$ cat config.mk
export PLATFORM = sky130hd
export DESIGN_NAME = syn_current_integrator
export DESIGN_NICKNAME = d
export VERILOG_FILES = /design/src/rtl/syn_current_integrator.sv
export SDC_FILE = /design/constraint.sdc
export NUM_CORES = 1
export LEC_CHECK = 0
export CELL_PAD_IN_SITES_DETAIL_PLACEMENT = 0
export CELL_PAD_IN_SITES_GLOBAL_PLACEMENT = 1
export CORE_MARGIN = 4
export CORE_UTILIZATION = 35
export DETAILED_ROUTE_END_ITERATION = 7
export GPL_TIMING_DRIVEN = 1
export HOLD_SLACK_MARGIN = 0.12
export PLACE_DENSITY_LB_ADDON = 0.1
export REMOVE_ABC_BUFFERS = 1
export SLEW_MARGIN = 20
export SYNTH_ARGS = -nofsm -noshare
export SYNTH_HDL_FRONTEND = slang
export SYNTH_SLANG_ARGS = --single-unit
export TNS_END_PERCENT = 100
$ cat constraint.sdc
create_clock -name clk -period 10.4 [get_ports clk]
set_input_delay 3.12 -clock clk [delete_from_list [all_inputs] [get_ports clk]]
set_output_delay 3.12 -clock clk [all_outputs]
set_load 0.01 [all_outputs]
$ cat src/rtl/syn_current_integrator.sv
// Synaptic current integrator feeding one LIF neuron.
// Each presynaptic input has a programmable weight. Spikes that arrive during a
// timestep are latched, and their weights are summed once per timestep. Before
// that sum is added, isyn is reduced by a shift-based exponential leak.

// Per-input lane: holds one weight and gates it onto the sum when the input fired.
module syn_current_lane #(
  parameter int W_WIDTH  = 8,
  parameter int AW       = 3,
  parameter int LANE_IDX = 0,
  parameter int W_INIT   = 0
) (
  input  logic               clk,
  input  logic               rst_n,
  input  logic               wr_en,
  input  logic [AW-1:0]      wr_addr,
  input  logic [W_WIDTH-1:0] wr_data,
  input  logic               active,
  output logic [W_WIDTH-1:0] contrib
);
  localparam logic [AW-1:0]      MY_ADDR = AW'(LANE_IDX);
  localparam logic [W_WIDTH-1:0] W_RST   = W_WIDTH'(W_INIT);

  logic [W_WIDTH-1:0] weight;

  // Weight register. Writes are not gated by ena. An update in the same cycle
  // sees the old value, because the sum reads the pre-edge register.
  always_ff @(posedge clk or negedge rst_n) begin
    if (!rst_n)                             weight <= W_RST;
    else if (wr_en && (wr_addr == MY_ADDR)) weight <= wr_data;
  end

  assign contrib = active ? weight : '0;
endmodule

module syn_current_integrator #(
  parameter int N_IN        = 8,
  parameter int W_WIDTH     = 8,
  parameter int DECAY_SHIFT = 2,
  parameter int TICK_DIV    = 4,
  parameter int W_INIT      = 0,
  localparam int AW         = (N_IN > 1) ? $clog2(N_IN) : 1
) (
  input  logic               clk,
  input  logic               rst_n,
  input  logic               ena,
  input  logic [N_IN-1:0]    spikes_in,
  input  logic               wr_en,
  input  logic [AW-1:0]      wr_addr,
  input  logic [W_WIDTH-1:0] wr_data,
  output logic [W_WIDTH-1:0] isyn,
  output logic               tick
);
  localparam int CW = (TICK_DIV > 1) ? $clog2(TICK_DIV) : 1;
  localparam int SW = W_WIDTH + AW;
  localparam logic [CW-1:0] TICK_LAST = CW'(TICK_DIV - 1);
  localparam logic [SW:0]   ISYN_MAX  = (SW+1)'({W_WIDTH{1'b1}});

  logic [CW-1:0]                   cnt;
  logic [N_IN-1:0]                 pend;
  logic [N_IN-1:0]                 active;
  logic [N_IN-1:0][W_WIDTH-1:0]    contrib;
  logic                            upd;
  logic [SW-1:0]                   sum;
  logic [W_WIDTH-1:0]              decayed;
  logic [SW:0]                     nxt_wide;
  logic [W_WIDTH-1:0]              isyn_nxt;

  assign upd = ena && (cnt == TICK_LAST);

  // Spikes arriving on the update cycle itself still count in this timestep.
  assign active = pend | spikes_in;

  for (genvar g = 0; g < N_IN; g++) begin : g_lane
    syn_current_lane #(
      .W_WIDTH (W_WIDTH),
      .AW      (AW),
      .LANE_IDX(g),
      .W_INIT  (W_INIT)
    ) u_lane (
      .clk    (clk),
      .rst_n  (rst_n),
      .wr_en  (wr_en),
      .wr_addr(wr_addr),
      .wr_data(wr_data),
      .active (active[g]),
      .contrib(contrib[g])
    );
  end

  // Weighted sum is sized so that all N_IN lanes at full weight cannot wrap.
  always_comb begin
    sum = '0;
    for (int i = 0; i < N_IN; i++) sum = sum + SW'(contrib[i]);
  end

  // Leak first, then add the sum, then clamp to full scale.
  // isyn - (isyn >> k) can never go below zero.
  always_comb begin
    decayed  = isyn - (isyn >> DECAY_SHIFT);
    nxt_wide = (SW+1)'(decayed) + (SW+1)'(sum);
    isyn_nxt = (nxt_wide > ISYN_MAX) ? '1 : nxt_wide[W_WIDTH-1:0];
  end

  // Timestep counter, spike latch, current register and tick pulse.
  // Everything except the weights freezes while ena is low.
  always_ff @(posedge clk or negedge rst_n) begin
    if (!rst_n) begin
      cnt  <= '0;
      pend <= '0;
      isyn <= '0;
      tick <= 1'b0;
    end else begin
      tick <= upd;
      if (upd) begin
        cnt  <= '0;
        pend <= '0;
        isyn <= isyn_nxt;
      end else if (ena) begin
        cnt  <= cnt + CW'(1);
        pend <= pend | spikes_in;
      end
    end
  end
endmodule

==> impl_results.md <==
- CP dominant cell by count: fa_1
- Clk buf depth: 2
- Crit path capture: isyn[6]
- Via/cell ratio: 4.75
- Via Count: 3489
- Crit path largest cell delay: 0.57 ns
- Placer congestion estimate: 0.782
- Synth cell types: 48
- PostCTS Resize Cnt: 0
- CP endpoint kind: flop
- DR WL/cell: 17.2 um
- Layout cell share with drive strength beyond 1: 18.2%
- WP data arrival: 8.21 ns
- Worst Path Buf+Inv: 4
- CP max FO: 8
- FP Rows: 45
- DPL Wire Length: 10.1 mm
- Required time of the critical path: 10.59 ns
- Status: completed
- Max-cap violations: 0
- Initial antenna violation count: 0
- Total CTS buffers: 9
- DRC Markers: 0
- Cts-stage hold buffer count: 0
- Clk_lat worst skew: 0.34 ns
- Sequential element share of the synthesized area: 37.5%
- I/O Buffers: 31
- Fin nets: 617
- Crit. Startpoint: spikes_in[0]
- Cell count after synthesis: 484
- RSZ-0062 raised after global routing: false
- Initial Util: 36.1%
- Startpoint types: primary input
- Global-route wire length before repair: 21.4 mm
- Ys async rst share: 100%
- EDFF count, synth: 0
- Antenna cell count: 0
- Die Height: 134 um
- R2R Path End: isyn[6]
- Die area: 0.0179 mm^2
- Total track usage: 15.6%
- Kind of critical path: primary input to flop
- Seq cells post-synth: 83
- Post-route minimum period: 8.01 ns
- Multi-input logic area: 0.00315 mm^2
- Levels on crit path: 16
- Worst-path clk slew: 0.06 ns
- Die Wd: 134 um
- Core area: 0.0154 mm^2
- Router iterations before antenna repair: 4
- Final hold viol count: 0
- Final Skew: 0.00504 ns
- Main synth FF type: dfrtp_1
- Critical path's top delay family: adder cells
- Wirelength, routed: 12.6 mm
- Syn-to-layout area delta: 14.5%
- Final setup viols: 0
- CP max stage cell: fa_1
- Depth of the worst register-to-register path: 18
- Min-Delay Path Class: flop to flop
- Post-CTS Setup Bufs: 0
- Largest net degree at the start of global routing: 68
- Max-slew violations: 0
- CTS Sinks: 83
- R2r setup slk: 4.50 ns
- Max Freq: 125 MHz
- Relative slew margins: 39.8%
- Period utilization: 77.1%
- Reg2Reg Launch Point: isyn[3]
- Root Buffer: clkbuf_16
- FF+latch area: 0.00208 mm^2
- # IOs: 32
- Critical path, cell by cell: clkdlybuf4s50_1 > nor2_1 > nor2b_1 > fa_1 > inv_1 > fa_1 > fa_1 > inv_1 > fa_1 > inv_1 > fa_1 > nand2b_1 > a211oi_1 > o211ai_1 > a21oi_2 > a32oi_1
- Avg Cell Area, Syn: 11.5 um^2
- Ys Warns: 0
- Synth Cell Area: 0.00555 mm^2
- CTS tree: yes
- Number of DRC markers in iteration 0: 195
- H-tree depth: 3
- Vias in the first global route: 3790
- Grt ovf: 0
- Antenna viol nets, final: 0
- Setup_tns: 0 ns
- Layout fillers: 1491
- Least-Margin Pin Slew: 0.899 ns
==> worst register-to-register path: stages, from the launching register on <==
cell       delay, ns
dfrtp_1         0.45
inv_1           0.08
ha_1            0.26
nor2b_1         0.15
o21a_1          0.18
o21ai_0         0.34
a21oi_1         0.15
xnor2_1         0.38
fa_1            0.51
fa_1            0.54
fa_1            0.48
fa_1            0.51
inv_1           0.04
ha_1            0.38
a21boi_0        0.11
a2111oi_0       0.51
o31ai_1         0.17
a21oi_2         0.34
a32oi_1         0.17
==> kinds of logic after synthesis <==
group,Yosys count,synth area share (%)
mux,66,13.4
buf+inv,84,5.73
flops,83,37.5
simple gates,112,11.3
xor+xnor,6,0.948
compound gates,58,6.86
fa+ha+maj,75,24.4
==> cell usage after synthesis (2+ instances only) <==
cell type	instances	area, um^2
inv_1	75	282
o21ai_0	16	80.1
ha_1	20	250
o211ai_1	3	22.5
dfrtp_1	83	2080
clkbuf_1	5	18.8
or2_2	3	18.8
nor3_1	4	20.0
nor3b_2	2	25.0
nor2_1	21	78.8
a211oi_1	2	15.0
nor3_2	2	20.0
nor2b_1	32	200
fa_1	55	1100
xnor2_1	4	35.0
and3_1	2	12.5
nor4_1	2	12.5
nand3_1	3	15.0
nand2_1	21	78.8
o21a_1	3	22.5
mux2_2	65	732
buf_2	2	10.0
nand4b_1	3	26.3
nand4_1	2	12.5
o21bai_1	2	15.0
or4_1	2	15.0
a22oi_1	2	15.0
nand2b_1	3	18.8
a32oi_1	5	43.8
a21oi_1	16	80.1
xor2_1	2	17.5
and2_1	6	37.5
==> cell type report <==
type,instances,share of cell area (%)
inverter,76,4.49
tap,211,4.16
clock buffer,11,3.66
sequential,83,32.7
multi-input combinational,317,49.6
timing repair buffer,32,4.96
clock inverter,4,0.414
==> cell usage in the layout, fill, tap and decap left out, drive strengths merged, types with 3 or more instances in the layout <==
cell type	count
o21a	3
ha	20
dfrtp	83
nand3	3
clkdlybuf4s50	30
a21oi	17
clkbuf	11
nor2b	32
and2	6
a211oi	3
inv	77
nand2	22
a32oi	5
nor2	22
o211ai	3
xnor2	4
or2	3
mux2	65
o21ai	16
nand4b	3
nand2b	4
nor3	6
fa	55
==> stage by stage <==
| step | setup slack, ns | hold WS [ns] | area, um^2 | std cells | utilization, % |
|---|---|---|---|---|---|
| finish | 2.39 | 0.483 | 6350 | 734 | 41.3 |
| global route | 2.04 | 0.497 | 6350 | 734 | 41.3 |
| CTS | 2.36 | 0.492 | 6350 | 734 | 41.3 |
| detailed placement | 2.00 | 0.485 | 6090 | 719 | 39.6 |
| global placement | 2.21 | 0.465 | 6090 | 719 | 39.6 |
| floorplan | 3.12 | 0.454 | 5510 | 476 | - |
==> flip-flops by register name, indices dropped and copies added (netlist names) <==
register,flops
cnt,2
g_lane.u_lane.weight,64
isyn,8
pend,8
tick,1
==> worst min path at each step <==
stage                 start       to  slack (ns)  cells after the start
CTS                  cnt[0]   cnt[0]        0.49                      1
global placement     cnt[0]   cnt[0]        0.47                      1
floorplan           pend[7]  pend[7]        0.45                      2
detailed placement  pend[5]  pend[5]        0.48                      2
global route         cnt[0]   cnt[0]        0.50                      1
finish               cnt[0]   cnt[0]        0.48                      1
==> routing by layer <==
metal	wire [um]	part of all wire, %	vias up	global-route usage, %
met5	0	0	-	0
met4	187	1.5	0	4.11
met3	331	2.6	13	3.60
met2	6280	50	40	25.4
met1	5840	46	1772	21.2
li1	-	-	1664	-
Power is not shown: default switching activity piles up to over one toggle a cycle in this logic, so the estimate is an artifact.
